==> src/rtl/move_ctrl_pkg.sv <==
// move_ctrl_pkg: shared types and constants for the mfhi/mflo control sequencer.
//   state_e        : sequencer step enumeration
//   DEF_*          : default parameter values (bit indices, step length, opcodes)
//   OPC_*/RA_*     : instruction field positions within the IR
//   ir_opcode/ir_ra: field extraction helpers
package move_ctrl_pkg;

  typedef enum logic [2:0] {
    S_IDLE = 3'd0,
    S_T0   = 3'd1,
    S_T1   = 3'd2,
    S_T2   = 3'd3,
    S_DEC  = 3'd4,
    S_T3   = 3'd5
  } state_e;

  localparam int unsigned IR_W  = 32;
  localparam int unsigned GRA_W = 4;

  // Instruction field positions
  localparam int unsigned OPC_MSB = 31;
  localparam int unsigned OPC_LSB = 27;
  localparam int unsigned RA_MSB  = 26;
  localparam int unsigned RA_LSB  = 23;
  localparam int unsigned OPC_W   = OPC_MSB - OPC_LSB + 1;

  // Default datapath bit indices and timing
  localparam int unsigned DEF_ENC_W       = 32;
  localparam int unsigned DEF_STEP_CYCLES = 4;
  localparam int unsigned DEF_PC_IDX      = 20;
  localparam int unsigned DEF_MAR_IDX     = 23;
  localparam int unsigned DEF_ZLO_IDX     = 19;
  localparam int unsigned DEF_MDR_IDX     = 22;
  localparam int unsigned DEF_IR_IDX      = 21;
  localparam int unsigned DEF_HI_IDX      = 16;
  localparam int unsigned DEF_LO_IDX      = 17;

  localparam logic [OPC_W-1:0] DEF_OPC_MFHI = 5'b11001;
  localparam logic [OPC_W-1:0] DEF_OPC_MFLO = 5'b11010;

  function automatic logic [OPC_W-1:0] ir_opcode(input logic [IR_W-1:0] ir);
    return ir[OPC_MSB:OPC_LSB];
  endfunction

  function automatic logic [GRA_W-1:0] ir_ra(input logic [IR_W-1:0] ir);
    return ir[RA_MSB:RA_LSB];
  endfunction

endpackage

==> src/rtl/move_ctrl_seq_if.sv <==
// move_ctrl_seq_if: handshake and datapath-control bundle of the sequencer.
//   start/cont/ir                 : control requests and IR contents into the sequencer
//   enc_input/reg_enable          : one-hot bus-source select and register load enables
//   incPC/read/Gra/Rin            : datapath strobes and register-file select
//   busy/done/err                 : sequencer status
// master = sequencer side, slave = datapath/requester side.
interface move_ctrl_seq_if
  import move_ctrl_pkg::*;
#(
  parameter int unsigned ENC_W = DEF_ENC_W
) ();

  logic             start;
  logic             cont;
  logic [IR_W-1:0]  ir;
  logic [ENC_W-1:0] enc_input;
  logic [ENC_W-1:0] reg_enable;
  logic             incPC;
  logic             read;
  logic [GRA_W-1:0] Gra;
  logic             Rin;
  logic             busy;
  logic             done;
  logic             err;

  modport master (
    input  start, cont, ir,
    output enc_input, reg_enable, incPC, read, Gra, Rin, busy, done, err
  );

  modport slave (
    output start, cont, ir,
    input  enc_input, reg_enable, incPC, read, Gra, Rin, busy, done, err
  );

endinterface

==> src/rtl/step_timer.sv <==
// step_timer: remaining-cycle down-counter for one sequencer step.
//   i_clk, i_rst_n : clock, async active-low reset (counter clears to 0)
//   i_restart      : state is changing this edge; reload for a fresh step
//   o_last_c       : current cycle is the last of the step
//   o_last_nxt_c   : the cycle after the next edge will be the last of the step
module step_timer #(
  parameter int unsigned STEP_CYCLES = 4
) (
  input  logic i_clk,
  input  logic i_rst_n,
  input  logic i_restart,
  output logic o_last_c,
  output logic o_last_nxt_c
);

  localparam int unsigned CNT_W = (STEP_CYCLES > 1) ? $clog2(STEP_CYCLES) : 1;
  localparam logic [CNT_W-1:0] CNT_LOAD = CNT_W'(STEP_CYCLES - 1);

  logic [CNT_W-1:0] r_cnt;

  // Count remaining cycles; saturate at 0 while a state lingers (IDLE)
  always_ff @(posedge i_clk or negedge i_rst_n) begin
    if (!i_rst_n) begin
      r_cnt <= '0;
    end else if (i_restart) begin
      r_cnt <= CNT_LOAD;
    end else if (r_cnt != '0) begin
      r_cnt <= r_cnt - CNT_W'(1);
    end
  end

  assign o_last_c = (r_cnt == '0);
  // A restart never lands on the last cycle because steps are at least 2 long
  assign o_last_nxt_c = !i_restart && (r_cnt == CNT_W'(1));

endmodule

==> src/rtl/move_ctrl_seq.sv <==
// move_ctrl_seq: control sequencer for mfhi/mflo (T0 fetch-addr, T1 read, T2 IR load,
// DEC decode, T3 execute). STEP_CYCLES must lie in 2..16.
//   clock : system clock, rising edge
//   clr   : asynchronous active-low reset, clears every output
//   bus   : move_ctrl_seq_if.master (start/cont/ir in; datapath controls and status out)
module move_ctrl_seq
  import move_ctrl_pkg::*;
#(
  parameter int unsigned       ENC_W       = DEF_ENC_W,
  parameter int unsigned       STEP_CYCLES = DEF_STEP_CYCLES,
  parameter int unsigned       PC_IDX      = DEF_PC_IDX,
  parameter int unsigned       MAR_IDX     = DEF_MAR_IDX,
  parameter int unsigned       ZLO_IDX     = DEF_ZLO_IDX,
  parameter int unsigned       MDR_IDX     = DEF_MDR_IDX,
  parameter int unsigned       IR_IDX      = DEF_IR_IDX,
  parameter int unsigned       HI_IDX      = DEF_HI_IDX,
  parameter int unsigned       LO_IDX      = DEF_LO_IDX,
  parameter logic [OPC_W-1:0]  OPC_MFHI    = DEF_OPC_MFHI,
  parameter logic [OPC_W-1:0]  OPC_MFLO    = DEF_OPC_MFLO
) (
  input  logic            clock,
  input  logic            clr,
  move_ctrl_seq_if.master bus
);

  localparam logic [ENC_W-1:0] PC_BIT  = ENC_W'(1) << PC_IDX;
  localparam logic [ENC_W-1:0] MAR_BIT = ENC_W'(1) << MAR_IDX;
  localparam logic [ENC_W-1:0] ZLO_BIT = ENC_W'(1) << ZLO_IDX;
  localparam logic [ENC_W-1:0] MDR_BIT = ENC_W'(1) << MDR_IDX;
  localparam logic [ENC_W-1:0] IR_BIT  = ENC_W'(1) << IR_IDX;
  localparam logic [ENC_W-1:0] HI_BIT  = ENC_W'(1) << HI_IDX;
  localparam logic [ENC_W-1:0] LO_BIT  = ENC_W'(1) << LO_IDX;

  state_e           r_state;
  state_e           w_state_nxt;
  logic             w_restart;
  logic             w_last;
  logic             w_last_nxt;

  logic [OPC_W-1:0] r_opcode;
  logic [GRA_W-1:0] r_ra;
  logic [OPC_W-1:0] w_opcode;
  logic [GRA_W-1:0] w_ra;
  logic             w_is_hi;
  logic             w_legal;

  logic [ENC_W-1:0] w_enc, r_enc;
  logic [ENC_W-1:0] w_ren, r_ren;
  logic             w_incpc, r_incpc;
  logic             w_read, r_read;
  logic [GRA_W-1:0] w_gra, r_gra;
  logic             w_rin, r_rin;
  logic             w_busy, r_busy;
  logic             w_done, r_done;
  logic             w_err, r_err;

  logic             w_unused_ir;
  assign w_unused_ir = ^bus.ir[RA_LSB-1:0];

  assign w_restart = (w_state_nxt != r_state);

  step_timer #(
    .STEP_CYCLES (STEP_CYCLES)
  ) u_step_timer (
    .i_clk        (clock),
    .i_rst_n      (clr),
    .i_restart    (w_restart),
    .o_last_c     (w_last),
    .o_last_nxt_c (w_last_nxt)
  );

  // Decode looks at the live IR during DEC so T3 controls can be registered on entry
  assign w_opcode = (r_state == S_DEC) ? ir_opcode(bus.ir) : r_opcode;
  assign w_ra     = (r_state == S_DEC) ? ir_ra(bus.ir)     : r_ra;
  assign w_is_hi  = (w_opcode == OPC_MFHI);
  assign w_legal  = w_is_hi || (w_opcode == OPC_MFLO);

  // State register
  always_ff @(posedge clock or negedge clr) begin
    if (!clr) begin
      r_state <= S_IDLE;
    end else begin
      r_state <= w_state_nxt;
    end
  end

  // Next-state logic
  always_comb begin
    w_state_nxt = r_state;
    case (r_state)
      S_IDLE:  if (bus.start) w_state_nxt = S_T0;
      S_T0:    if (w_last)    w_state_nxt = S_T1;
      S_T1:    if (w_last)    w_state_nxt = S_T2;
      S_T2:    if (w_last)    w_state_nxt = S_DEC;
      S_DEC:   w_state_nxt = w_legal ? S_T3 : S_IDLE;
      S_T3:    if (w_last)    w_state_nxt = bus.cont ? S_T0 : S_IDLE;
      default: w_state_nxt = S_IDLE;
    endcase
  end

  // Output logic: computed for the upcoming state so registered outputs align with it
  always_comb begin
    w_enc   = '0;
    w_ren   = '0;
    w_incpc = 1'b0;
    w_read  = 1'b0;
    w_gra   = '0;
    w_rin   = 1'b0;
    w_busy  = (w_state_nxt != S_IDLE);
    w_done  = (r_state == S_T3) && w_last;
    w_err   = (r_state == S_DEC) && !w_legal;
    case (w_state_nxt)
      S_T0: begin
        w_enc = PC_BIT;
        if (w_last_nxt) begin
          w_ren   = MAR_BIT;
          w_incpc = 1'b1;
        end
      end
      S_T1: begin
        w_enc  = ZLO_BIT;
        w_read = 1'b1;
        if (w_last_nxt) w_ren = PC_BIT | MDR_BIT;
      end
      S_T2: begin
        w_enc = MDR_BIT;
        if (w_last_nxt) w_ren = IR_BIT;
      end
      S_T3: begin
        w_enc = w_is_hi ? HI_BIT : LO_BIT;
        w_gra = w_ra;
        w_rin = w_last_nxt;
      end
      default: ;
    endcase
  end

  // Opcode and ra capture at decode
  always_ff @(posedge clock or negedge clr) begin
    if (!clr) begin
      r_opcode <= '0;
      r_ra     <= '0;
    end else if (r_state == S_DEC) begin
      r_opcode <= ir_opcode(bus.ir);
      r_ra     <= ir_ra(bus.ir);
    end
  end

  // Output registers
  always_ff @(posedge clock or negedge clr) begin
    if (!clr) begin
      r_enc   <= '0;
      r_ren   <= '0;
      r_incpc <= 1'b0;
      r_read  <= 1'b0;
      r_gra   <= '0;
      r_rin   <= 1'b0;
      r_busy  <= 1'b0;
      r_done  <= 1'b0;
      r_err   <= 1'b0;
    end else begin
      r_enc   <= w_enc;
      r_ren   <= w_ren;
      r_incpc <= w_incpc;
      r_read  <= w_read;
      r_gra   <= w_gra;
      r_rin   <= w_rin;
      r_busy  <= w_busy;
      r_done  <= w_done;
      r_err   <= w_err;
    end
  end

  assign bus.enc_input  = r_enc;
  assign bus.reg_enable = r_ren;
  assign bus.incPC      = r_incpc;
  assign bus.read       = r_read;
  assign bus.Gra        = r_gra;
  assign bus.Rin        = r_rin;
  assign bus.busy       = r_busy;
  assign bus.done       = r_done;
  assign bus.err        = r_err;

endmodule

==> src/flat_wrapper.sv <==
// flat-port wrapper written by rule: the top's interface ports become plain ports
module move_ctrl_seq_flat import move_ctrl_pkg::*;
#(
  parameter int unsigned       ENC_W       = DEF_ENC_W,
  parameter int unsigned       STEP_CYCLES = DEF_STEP_CYCLES,
  parameter int unsigned       PC_IDX      = DEF_PC_IDX,
  parameter int unsigned       MAR_IDX     = DEF_MAR_IDX,
  parameter int unsigned       ZLO_IDX     = DEF_ZLO_IDX,
  parameter int unsigned       MDR_IDX     = DEF_MDR_IDX,
  parameter int unsigned       IR_IDX      = DEF_IR_IDX,
  parameter int unsigned       HI_IDX      = DEF_HI_IDX,
  parameter int unsigned       LO_IDX      = DEF_LO_IDX,
  parameter logic [OPC_W-1:0]  OPC_MFHI    = DEF_OPC_MFHI,
  parameter logic [OPC_W-1:0]  OPC_MFLO    = DEF_OPC_MFLO
)
  (clock, clr, bus_start, bus_cont, bus_ir, bus_enc_input, bus_reg_enable, bus_incPC, bus_read, bus_Gra, bus_Rin, bus_busy, bus_done, bus_err);
  move_ctrl_seq_if #(.ENC_W(ENC_W)) bus_i ();
  input  logic clock;
  input  logic clr;
  input wire logic [$bits(bus_i.start)-1:0] bus_start;
  input wire logic [$bits(bus_i.cont)-1:0] bus_cont;
  input wire logic [$bits(bus_i.ir)-1:0] bus_ir;
  output wire logic [$bits(bus_i.enc_input)-1:0] bus_enc_input;
  output wire logic [$bits(bus_i.reg_enable)-1:0] bus_reg_enable;
  output wire logic [$bits(bus_i.incPC)-1:0] bus_incPC;
  output wire logic [$bits(bus_i.read)-1:0] bus_read;
  output wire logic [$bits(bus_i.Gra)-1:0] bus_Gra;
  output wire logic [$bits(bus_i.Rin)-1:0] bus_Rin;
  output wire logic [$bits(bus_i.busy)-1:0] bus_busy;
  output wire logic [$bits(bus_i.done)-1:0] bus_done;
  output wire logic [$bits(bus_i.err)-1:0] bus_err;
  assign bus_i.start = bus_start;
  assign bus_i.cont = bus_cont;
  assign bus_i.ir = bus_ir;
  assign bus_enc_input = bus_i.enc_input;
  assign bus_reg_enable = bus_i.reg_enable;
  assign bus_incPC = bus_i.incPC;
  assign bus_read = bus_i.read;
  assign bus_Gra = bus_i.Gra;
  assign bus_Rin = bus_i.Rin;
  assign bus_busy = bus_i.busy;
  assign bus_done = bus_i.done;
  assign bus_err = bus_i.err;
  move_ctrl_seq #(.ENC_W(ENC_W), .STEP_CYCLES(STEP_CYCLES), .PC_IDX(PC_IDX), .MAR_IDX(MAR_IDX), .ZLO_IDX(ZLO_IDX), .MDR_IDX(MDR_IDX), .IR_IDX(IR_IDX), .HI_IDX(HI_IDX), .LO_IDX(LO_IDX), .OPC_MFHI(OPC_MFHI), .OPC_MFLO(OPC_MFLO)) u_core (.clock(clock), .clr(clr), .bus(bus_i));
endmodule
==> config.mk <==
export PLATFORM = sky130hd
export DESIGN_NAME = move_ctrl_seq_flat
export DESIGN_NICKNAME = d
export VERILOG_FILES = /design/src/rtl/move_ctrl_pkg.sv /design/src/rtl/move_ctrl_seq_if.sv /design/src/rtl/step_timer.sv /design/src/rtl/move_ctrl_seq.sv /design/src/flat_wrapper.sv
export SDC_FILE = /design/constraint.sdc
export NUM_CORES = 1
export LEC_CHECK = 0
export BUFFER_PORTS_ARGS = -buffer_cell sky130_fd_sc_hd__clkbuf_2
export CAP_MARGIN = 20
export CORE_MARGIN = 2
export CORE_UTILIZATION = 35
export DETAILED_ROUTE_END_ITERATION = 8
export GPL_ROUTABILITY_DRIVEN = 0
export PLACE_DENSITY = 0.64
export SLEW_MARGIN = 20
export SYNTH_ARGS = -nofsm -noshare
export SYNTH_HDL_FRONTEND = slang
export SYNTH_SLANG_ARGS = --single-unit
export TNS_END_PERCENT = 50
==> constraint.sdc <==
create_clock -name clock -period 3.4 [get_ports clock]
set_clock_uncertainty 0.2 [all_clocks]
set_input_delay 0.17 -clock clock [delete_from_list [all_inputs] [get_ports clock]]
set_output_delay 0.17 -clock clock [all_outputs]
set_load 0.1 [all_outputs]
==> impl_metrics.yaml <==
timing:
  clock.fmax_mhz: 478
  setup_ws_ps: 1310
  hold_viol: 0
  fin_tns_setup_ps: 0
  period_minus_slack_ps: 2090
  slew_headroom: 0.507
  rsz0062_at_grt: "no"
  setup_viol: 0
  period_share: 0.615
  slew_viol_final: 0
  worstMarginPinSlew_ps: 739
setup_path:
  worst_setup_path_end_kind: "flip-flop"
  arrival_ps: 2050
  startpoint_type: "flip-flop"
  crit_type: "flip-flop to flip-flop"
  cp_data_required_time_ps: 3350
  cp_max_fo: 13
global_routing:
  antenna_found_initial: 0
  grt_first_pass_wirelength_um: 3800
  grt_overflow: 0
  track_usage: 0.0920
  grt_max_degree: 33
  grt_pass1_vias: 844
logic_synthesis:
  yosysMostFrequentCell: "buf_4"
  yosysWarningCount: 0
  synth.yosys.seq_area_share: 0.447
  yosysUniqueCellTypes: 35
  syn_area_per_cell_um2: 10.5
  synth_cells: 171
  synth_area_leaders: "dfrtp_1 45%, buf_4 24%, mux2_2 5.7%, nand2_1 2.3%, nor2b_1 2.1%"
  yosysTopAreaCell: "dfrtp_1"
  synth_common_cells: "57 x buf_4, 32 x dfrtp_1, 11 x nand2_1"
  synth-edff-count: 0
  netlist_area_mm2: 0.00179
  async_flop_share: 1.00
  synth_top_area_frac: 0.447
  synth_flop_cell: "dfrtp_1"
  synth-seq-cells: 32
cells_and_area:
  num-nets-final: 251
  diodes: 0
  multiInputGateArea_um2: 722
  areaGrowthSynthToFinish_pct: 12.7
  fillCellCount: 518
  drive_above_1_share: 0.238
  regArea_um2: 801
clocking:
  cts_tree: "yes"
  cts_made_buffers: 5
  post_cts_buffers: 0
  clk_latency_ps: 280
  cts-root-buf: "clkbuf_8"
  htree_levels: 2
  path_clk_slew_ps: 70
  clkSinkCount: 32
  post_cts_resized: 0
  clockBufferDepth: 2
floorplan:
  die_width_um: 75.6
  start_util: 0.358
  ios: 110
  core_area_mm2: 0.00501
  die_area_mm2: 0.00571
  die_h_um: 75.6
  rows: 26
detailed_routing:
  viasPerCell: 3.88
  drc: 0
  drtAntennaViolNets: 0
  via_count: 1101
  postRouteWirelength_um: 2690
  wl_per_cell_um: 9.48
  drtIter0Drc: 96
  dr.pass1.iters: 4
pwr:
  power_density_mw_per_mm2: 952
  power.leakage_uw: 0.00107
  peakVddDrop_mv: 0.383
flow_run:
  drv_cap: 0
placement:
  io_buffers: 31
  pre_cts_ws_ps: 1290
  dp_hpwl_um: 1840
worst_hold_path:
  hold_path_class: "primary input to flip-flop"
status:
  status: "completed"
-- per-layer routing --
layer  vias up  global-route usage  part of all wire
met5         -                   0                 0
met4         0              0.0643             0.028
met3         7              0.0278             0.082
met2        57               0.156              0.49
met1       505              0.0978              0.40
li1        532                   -                 -
-- stage by stage --
stage / utilization / std cells / total power, uW / hold slack (ps) / cell area [um^2]
after global routing: 0.403 / 284 / 2030 / 185 / 2020
after CTS: 0.403 / 284 / 1930 / 144 / 2020
after global placement: 0.356 / 265 / 1520 / 70.5 / 1780
after floorplan: - / 225 / 1470 / -326 / 2000
final: 0.403 / 284 / 1920 / 152 / 2020
after detailed placement: 0.356 / 265 / 1530 / 77.0 / 1780
-- timing repair --
item,in CTS,in global routing
setup endpoints to repair,0,0
hold buffers,11,0
endpoints found under the hold margin,43,0
-- layout make-up --
class	instances	area share
sequential	32	0.396
multi-input combinational	127	0.357
timing repair buffer	42	0.131
clock buffer	7	0.0477
tap	70	0.0433
clock inverter	1	0.0149
inverter	5	0.00929
-- cell usage in the layout, fill, tap and decap left out, drive strengths merged, types with 2 or more instances in the layout --
cell and count:
ha 2, nor2 5, inv 5, mux2 11
nand2b 3, nand3 2, dlygate4sd3 11, conb 55
o21ai 2, nor3b 2, a21oi 6, nand2 11
dfrtp 32, xor2 2, nor2b 6, nand4b 2
clkbuf 38, a21boi 2, nor3 4
-- worst paths after layout --
check                      slack (ps)                   startpoint                                        to  cells after the start
max reg2reg                      1310  u_core.r_state[2]$_DFF_PN0_                  u_core.bus.Rin$_DFF_PN0_                      4
max in group asynchronous        2230                          clr               u_core.bus.Gra[2]$_DFF_PN0_                      2
min in group asynchronous         300                          clr  u_core.u_step_timer.r_cnt[0]$_DFFE_PN0P_                      2
min                               150                     bus_cont       u_core.bus.reg_enable[23]$_DFF_PN0_                      4
max                              1310  u_core.r_state[2]$_DFF_PN0_                  u_core.bus.Rin$_DFF_PN0_                      4
min reg2reg                       280     u_core.r_ra[2]$_DFF_PN0_                  u_core.r_ra[2]$_DFF_PN0_                      1
-- registers in the layout, indices dropped and copies added (netlist names) --
name and count:
u_core.bus.enc_input 5, u_core.r_opcode 5, u_core.bus.Gra 4, u_core.r_ra 4, u_core.bus.reg_enable 3, u_core.r_state 3, u_core.u_step_timer.r_cnt 2, u_core.bus.Rin 1
u_core.bus.busy 1, u_core.bus.done 1, u_core.bus.err 1, u_core.bus.incPC 1, u_core.bus.read 1
-- where the power goes --
part	internal, uW	total (uW)	switching [uW]
combinational	198	956	758
sequential	488	575	86.7
clock	258	394	135
-- cell families after synthesis --
family	synth area share
xor gates and xnor gates	0.00977
adders and majority gates	0.0140
AOI/OAI and AO/OA	0.0635
DFF	0.447
other	0.00209
buffers and inverters	0.264
and+or+nand+nor	0.131
muxes	0.0691
-- worst max-delay path: stages (launching register included) --
cell and delay (ps):
dfrtp_1 550, nor3b_4 630, nand3_1 290, nand4b_1 210
a21oi_1 80
Power figures use the tool's default switching activity.
